### src/rtl/alu_seq_ctrl_pkg.sv
// Shared definitions for the step-driven ALU sequencer: state codes,
// display selector codes and the default datapath width.
package alu_seq_ctrl_pkg;
  localparam int X_LEN_DEF = 32;

  typedef enum logic [2:0] {
    IDLE    = 3'd0,
    LOAD_A  = 3'd1,
    LOAD_B  = 3'd2,
    LOAD_OP = 3'd3,
    EXEC    = 3'd4,
    DONE    = 3'd5
  } state_t;

  localparam logic [1:0] SEL_BLANK = 2'b00;
  localparam logic [1:0] SEL_A     = 2'b01;
  localparam logic [1:0] SEL_B     = 2'b10;
  localparam logic [1:0] SEL_F     = 2'b11;
endpackage

### src/rtl/alu_seq_ctrl_debounce.sv
// Push-button conditioner: two-flop synchronizer, stable-count debounce and a
// single-cycle pulse on each accepted rising level.
module step_debounce #(
  parameter int DB_CNT = 400000
) (
  input  logic clk,
  input  logic rst,
  input  logic btn_in,
  output logic pulse_out
);
  localparam int CW = $clog2(DB_CNT + 1);
  localparam logic [CW-1:0] CNT_LAST = CW'(DB_CNT - 1);

  logic          s0, s1, lvl;
  logic [CW-1:0] cnt;

  always_ff @(posedge clk or negedge rst) begin
    if (!rst) begin
      s0        <= 1'b0;
      s1        <= 1'b0;
      lvl       <= 1'b0;
      cnt       <= '0;
      pulse_out <= 1'b0;
    end else begin
      s0        <= btn_in;
      s1        <= s0;
      pulse_out <= 1'b0;
      // Any cycle agreeing with the accepted level restarts the stability window.
      if (s1 == lvl) begin
        cnt <= '0;
      end else if (cnt == CNT_LAST) begin
        cnt       <= '0;
        lvl       <= s1;
        pulse_out <= s1;
      end else begin
        cnt <= cnt + 1'b1;
      end
    end
  end
endmodule

### src/rtl/alu_seq_ctrl.sv
// Step-by-step ALU front end: latches A, B and opcode from the switch bank on
// debounced button presses, then captures the ALU result and flags.
module alu_seq_ctrl
  import alu_seq_ctrl_pkg::*;
#(
  parameter int X_LEN  = X_LEN_DEF,
  parameter int DB_CNT = 400000
) (
  input  logic             clk,
  input  logic             rst,
  input  logic             step,
  input  logic [X_LEN-1:0] sw,
  input  logic [X_LEN-1:0] alu_f,
  input  logic [3:0]       alu_flags,
  output logic [X_LEN-1:0] a_q,
  output logic [X_LEN-1:0] b_q,
  output logic [3:0]       op_q,
  output logic [X_LEN-1:0] f_q,
  output logic [3:0]       fr_q,
  output logic [1:0]       out_sel,
  output logic [2:0]       state_q,
  output logic             done
);
  state_t state;
  logic   step_pulse;

  step_debounce #(.DB_CNT(DB_CNT)) u_db (
    .clk      (clk),
    .rst      (rst),
    .btn_in   (step),
    .pulse_out(step_pulse)
  );

  always_ff @(posedge clk or negedge rst) begin
    if (!rst) begin
      state <= IDLE;
      a_q   <= '0;
      b_q   <= '0;
      op_q  <= '0;
      f_q   <= '0;
      fr_q  <= '0;
      done  <= 1'b0;
    end else begin
      done <= 1'b0;
      case (state)
        IDLE:    if (step_pulse) state <= LOAD_A;
        LOAD_A:  if (step_pulse) begin a_q  <= sw;      state <= LOAD_B;  end
        LOAD_B:  if (step_pulse) begin b_q  <= sw;      state <= LOAD_OP; end
        LOAD_OP: if (step_pulse) begin op_q <= sw[3:0]; state <= EXEC;    end
        // One cycle for the external ALU to settle on the new operands.
        EXEC: begin
          f_q   <= alu_f;
          fr_q  <= alu_flags;
          done  <= 1'b1;
          state <= DONE;
        end
        DONE:    if (step_pulse) state <= LOAD_A;
        default: state <= IDLE;
      endcase
    end
  end

  assign state_q = state;

  always_comb begin
    out_sel = SEL_BLANK;
    case (state)
      LOAD_A:          out_sel = SEL_A;
      LOAD_B, LOAD_OP: out_sel = SEL_B;
      EXEC, DONE:      out_sel = SEL_F;
      default:         out_sel = SEL_BLANK;
    endcase
  end
endmodule

### config.mk
export PLATFORM = sky130hd
export DESIGN_NAME = alu_seq_ctrl
export DESIGN_NICKNAME = d
export VERILOG_FILES = /design/src/rtl/alu_seq_ctrl_pkg.sv /design/src/rtl/alu_seq_ctrl_debounce.sv /design/src/rtl/alu_seq_ctrl.sv
export SDC_FILE = /design/constraint.sdc
export NUM_CORES = 1
export LEC_CHECK = 0
export CAP_MARGIN = 20
export CORE_ASPECT_RATIO = 0.8
export CORE_UTILIZATION = 45
export CTS_BUF_LIST = sky130_fd_sc_hd__clkbuf_16
export CTS_CLUSTER_DIAMETER = 100
export DETAILED_ROUTE_END_ITERATION = 8
export PLACE_DENSITY = 0.8
export SLEW_MARGIN = 0
export SYNTH_ARGS = -nofsm -noshare
export SYNTH_HDL_FRONTEND = slang
export SYNTH_SLANG_ARGS = --single-unit
### constraint.sdc
create_clock -name clk -period 2.6 [get_ports clk]
set_input_delay 0.52 -clock clk [delete_from_list [all_inputs] [get_ports clk]]
set_output_delay 0.52 -clock clk [all_outputs]
set_load 0.1 [all_outputs]
### Word level (Yosys, flattened, before mapping)

Cells that the tools add are included.

* register bits: 131
* bits of input ports: 71

* multiplexer cells: 11
* add/subtract/negate cells: 1
* bitwise gates (word level): 1
* reductions and logical operators: 9
* equality and inequality tests: 11

Operators by type and width (count)
* 19-bit two-way mux: 2
* 19-bit by 1-bit adder with 19-bit output (second input constant): 1
* 19-bit equality test (second input constant): 1
* 3-bit case mux with 5 select lines: 1
* 3-bit two-way mux: 4
* 2-bit by 1-bit inequality test with 1-bit output (second input constant): 4
* 2-bit AND reduction: 4
* 3-bit by 2-bit equality test with 1-bit output (second input constant): 2
* 3-bit equality test (second input constant): 2
* 2-bit case mux with 3 select lines: 1
* 2-bit OR reduction: 3
* 4-bit AND reduction: 1
* 3-bit by 1-bit equality test with 1-bit output (second input constant): 1
* 3-bit logical NOT: 1
* 1-bit two-way mux: 3
* 1-bit equality test: 1
* 1-bit inverter: 1

### Logic depth before layout (Yosys ltp)

* depth in word-level cells: 4
* mapped depth: 6
* gate-level depth less buffers: 5

### Hierarchy

Synthesis repeated with hierarchy kept, for this count alone.

* cells, all modules: 358
* area, all modules: 5295.1 µm²

By module, submodules not included
* alu_seq_ctrl: times used 1, sequential area each 2702.6 µm², cells each 248, area each 4131.5 µm²
* step_debounce: times used 1, sequential area each 575.6 µm², cells each 110, area each 1163.6 µm²

### Worst setup path after synthesis

OpenSTA, ideal clock, no wires.

* path type: reg2out
* from: register state[2], in the netlist state_q[2]
* to: output port out_sel[1]
* stages on the path, launching flop included: 3
* slack: -0.608 ns
* data required time: 2.080 ns
* buffers on the path: 1
* data arrival time: 2.688 ns
* cell sequence: dfrtp_1 > clkbuf_1 > xor2_1

* word-level cells in the longest chain between the ends: 3

RTL lines
* start, declared: RTL line alu_seq_ctrl.sv:24 `state_t state;`
* start signal, assigned: RTL line alu_seq_ctrl.sv:36 `state <= IDLE;`
* start signal, assigned: RTL line alu_seq_ctrl.sv:46 `IDLE: if (step_pulse) state <= LOAD_A;`
* start signal, assigned: RTL line alu_seq_ctrl.sv:47 `LOAD_A: if (step_pulse) begin a_q <= sw; state <= LOAD_B; end`
* 3-bit equality test / 3-bit by 2-bit equality test with 1-bit output (equally long branches): RTL line alu_seq_ctrl.sv:67 `case (state)`
* 2-bit OR reduction: RTL line alu_seq_ctrl.sv:67
* 2-bit case mux with 3 select lines *: RTL line alu_seq_ctrl.sv:67
* end, declared: RTL line alu_seq_ctrl.sv:20 `output logic [1:0] out_sel,`

Every way passes the cells marked *; elsewhere a longest branch is shown, timed or not.

### Worst setup path in the final report

* from: register u_db.cnt[0]
* to: register u_db.cnt[2]

* word-level cells in the longest chain between the ends: 3

RTL lines
* start, declared: RTL line alu_seq_ctrl_debounce.sv:15 `logic [CW-1:0] cnt;`
* start signal, assigned: RTL line alu_seq_ctrl_debounce.sv:36 `cnt <= cnt + 1'b1;`
* 19-bit by 1-bit adder with 19-bit output / 19-bit equality test (equally long branches): RTL line alu_seq_ctrl_debounce.sv:36, alu_seq_ctrl_debounce.sv:31
* 19-bit two-way mux *: RTL line alu_seq_ctrl_debounce.sv:31 `end else if (cnt == CNT_LAST) begin`
* 19-bit two-way mux *: RTL line alu_seq_ctrl_debounce.sv:29 `if (s1 == lvl) begin`

Marked as above.
A chain may end at the register's enable or synchronous reset.

==> results.md <==
* Status: finished, final reports clean
* Port buffer count at 180
* VDD IR max at about 480 µV
* Gates resized, CTS repair at 0
* Worst Skew at 0.00565 ns
* Hold Violations, Final at 0
* Aggregate routed wire length at 11.4 mm
* Area grow syn2layout at 45.9%
* Clock share of power at 51.8%
* RR Startpoint: u_db.cnt[0]
* Initial DRC count at 136
* Die footprint at 11900 µm²
* Placed cell area at 6890 µm²
* Syn_area_per_cell at between 10 and 15 µm²
* Post-CTS setup buffers at 0
* Final #Nets at 610
* Crit path DAT at about 2.5 ns
* Fmax at 0.456 GHz
* Max_cap viols at 0
* Startpoint types: register
* Antenna Cells at 0
* All-Layer GR Usage at 20.5%
* Worst Path Required at 2.85 ns
* Hold_buf cts at 1
* Sw Ratio at 20.2%
* DR WL/cell at 16.4 µm
* Pin count of the biggest net entering global routing at 60
* Sink Count at 131
* Number of placement rows at 34
* Final Critical Period at 2.19 ns
* H-Tree Level Count at 4
* P per Cell Area at between 600 and 700 nW/µm²
* Endpoints failing setup at 0
* Initial antenna violation count at 0
* Worst R2R End: u_db.cnt[2]
* Lkg Pwr at approximately 3.8 nW
* Critical Path Start: u_db.cnt[0]
* Antenna Violating Nets Remaining at 0
* Syn Nets at 418
* Int Pwr at about 0.0038 W
* Vias in the first global route at 3571
* Relative slew slack at 52.5%
* Worst Tran Pin Value at approximately 0.7 ns
* Cells after synthesis at 346
* CP endpoint: u_db.cnt[2]
* TritonCTS clock tree: yes
* DP HPWL at 8.12 mm
* Gpl congestion at 0.878
* Netlist cell types at 33
* Yosys reg bits at 131
* Combinational share of power at 4.4%
* Starting density of the core at between 40% and 50%
* Power share of the sequential group at 43.8%
* Die height at between 90 and 100 µm
* Clk root buf: clkbuf_16
* R2R setup slack at 0.41 ns
* CTS Buffer Depth at 2
* Vias per Instance at just over 5
* Post-Layout Inst Area at 7510 µm²
* Fin util at 68.2%
* Die W at 122 µm
* Via count at 3490
* Period utilization at 84.4%
* WS Path Type: register to register
* Global-route wire length before repair at 18.4 mm
* Core Box Area at 11000 µm²
* CTS buffer count at 17
* Pre-antenna DRT Iters at 4
* Max Slew Vio Count at 0
* Total gr overflow at 0
* Residual DRC at 0
* Ports at 181
* FF-to-FF path depth at 5
* Worst-path clk slew at 0.05 ns
* Sequential fraction of the synthesis area at between 60% and 70%
* HP Class: register to register
* Synth Cell Area at 5150 µm²
* Critical Path Sink Type: register
* Worst-Skew Late Latency at 0.40 ns
* Switch Pwr at 0.000948 W
* RSZ-0062 raised after global routing: false
* Layout cells sized above 1 at 48.0%
* Yosys warnings at 0
* Crit-path max FO at 17
[cells in the mapped netlist]
master / count / area share, %
dfrtp_1: 131 / 64
mux2_2: 104 / 23
nor2_1: 22 / 1.6
xnor2_1: 13 / 2.2
buf_2: 10 / 0.97
nand3_1: 6 / 0.58
xor2_1: 6 / 1.0
nand2_1: 5 / 0.36
nand4_1: 5 / 0.61
inv_1: 4 / 0.29
nor3_1: 4 / 0.39
nor4_1: 4 / 0.49
o21ai_0: 4 / 0.39
or3_1: 4 / 0.49
clkbuf_1: 3 / 0.22
a21oi_1: 2 / 0.19
and2_1: 2 / 0.24
or3_4: 2 / 0.44
and3_2: 1 / 0.15
ha_1: 1 / 0.24
mux2_4: 1 / 0.29
nand2b_1: 1 / 0.12
nand3b_1: 1 / 0.15
nand4_4: 1 / 0.41
nor2_2: 1 / 0.12
nor3b_1: 1 / 0.15
nor3b_2: 1 / 0.24
nor4b_1: 1 / 0.17
nor4bb_1: 1 / 0.19
o31ai_4: 1 / 0.41
or2_2: 1 / 0.12
or3_2: 1 / 0.15
or4_2: 1 / 0.17
[cell families (layout without fill, tap and decap cells)]
kind of cell	count (synthesis)	count (layout)	share of synthesized area [%]
DFF	131	131	63.7
muxes	105	105	23.0
and+or+nand+nor	66	66	7.34
xor gates and xnor gates	19	19	3.23
buffers and inverters	17	221	1.48
AOI/OAI and AO/OA	7	7	0.996
adders and majority gates	1	1	0.243
[worst min-delay path by stage]
| stage | from | end | slack (ns) | cells past startpoint |
|---|---|---|---|---|
| after floorplan | rst | a_q[0] | 0.22 | 0 |
| after CTS | u_db.s0 | u_db.s1 | 0.35 | 0 |
| final | u_db.s0 | u_db.s1 | 0.35 | 0 |
| after global placement | u_db.s0 | u_db.s1 | 0.34 | 0 |
| after detailed placement | u_db.s0 | u_db.s1 | 0.34 | 0 |
| after global routing | u_db.s0 | u_db.s1 | 0.37 | 0 |
[metal layers]
layer / track usage [%] / vias to the layer above / share of wire, %
met3: 6.92 / 13 / 6.9
met5: 0 / - / 0
met4: 5.13 / 0 / 0.75
met1: 25.3 / 1760 / 42
met2: 34.5 / 118 / 50
li1: - / 1599 / -
[worst max-delay path, cell delays in order, from the launching register on]
cell and delay, ns:
dfrtp_1 0.40, ha_1 0.30, nand4_4 0.17, or3_4 0.44
o31ai_4 0.59, nor2_1 0.14
[layout by cell type, fill, tap and decap left out, types with 5 or more instances in the layout]
cell / netlist / final
dfrtp_1: 131 / 131
buf_4: 0 / 114
mux2_2: 104 / 104
clkdlybuf4s50_1: 0 / 69
nor2_1: 22 / 21
clkbuf_16: 0 / 17
xnor2_1: 13 / 13
nand3_1: 6 / 6
nand4_1: 5 / 5
nand2_1: 5 / 5
xor2_1: 6 / 5
[state kept, by name, indices dropped and copies added, names as in the netlist, 3 cells and up]
| name | count |
|---|---|
| b_q | 32 |
| a_q | 32 |
| op_q | 4 |
| u_db.cnt | 19 |
| fr_q | 4 |
| f_q | 32 |
| state_q | 3 |
[stage by stage]
step                worst slack [ns]  TNS [ns]  power, W  instances  hold slack, ns
floorplan                    -0.0941    -0.186   0.00213        346           0.224
global placement               0.546         0   0.00230        662           0.337
detailed placement             0.441         0   0.00230        662           0.339
CTS                            0.420         0   0.00476        694           0.351
global route                   0.272         0   0.00487        694           0.367
finish                         0.406         0   0.00470        694           0.349
[area by class of cell]
| cell class | count | area, µm² |
|---|---|---|
| clock buffer | 17 | 425 |
| clock inverter | 14 | 189 |
| fill | 799 | 3510 |
| inverter | 4 | 15.0 |
| multi-input combinational | 198 | 1830 |
| sequential | 131 | 3280 |
| tap | 144 | 180 |
| timing repair buffer | 186 | 1600 |
[power groups by stage]
stage | clock network (W) | registers (W) | logic, W
floorplan | 0 | 0.00211 | 0.0000160
global placement | 0 | 0.00209 | 0.000204
detailed placement | 0 | 0.00209 | 0.000209
CTS | 0.00249 | 0.00206 | 0.000212
global route | 0.00259 | 0.00206 | 0.000225
finish | 0.00244 | 0.00206 | 0.000208
(Power assumes the default switching activity.)
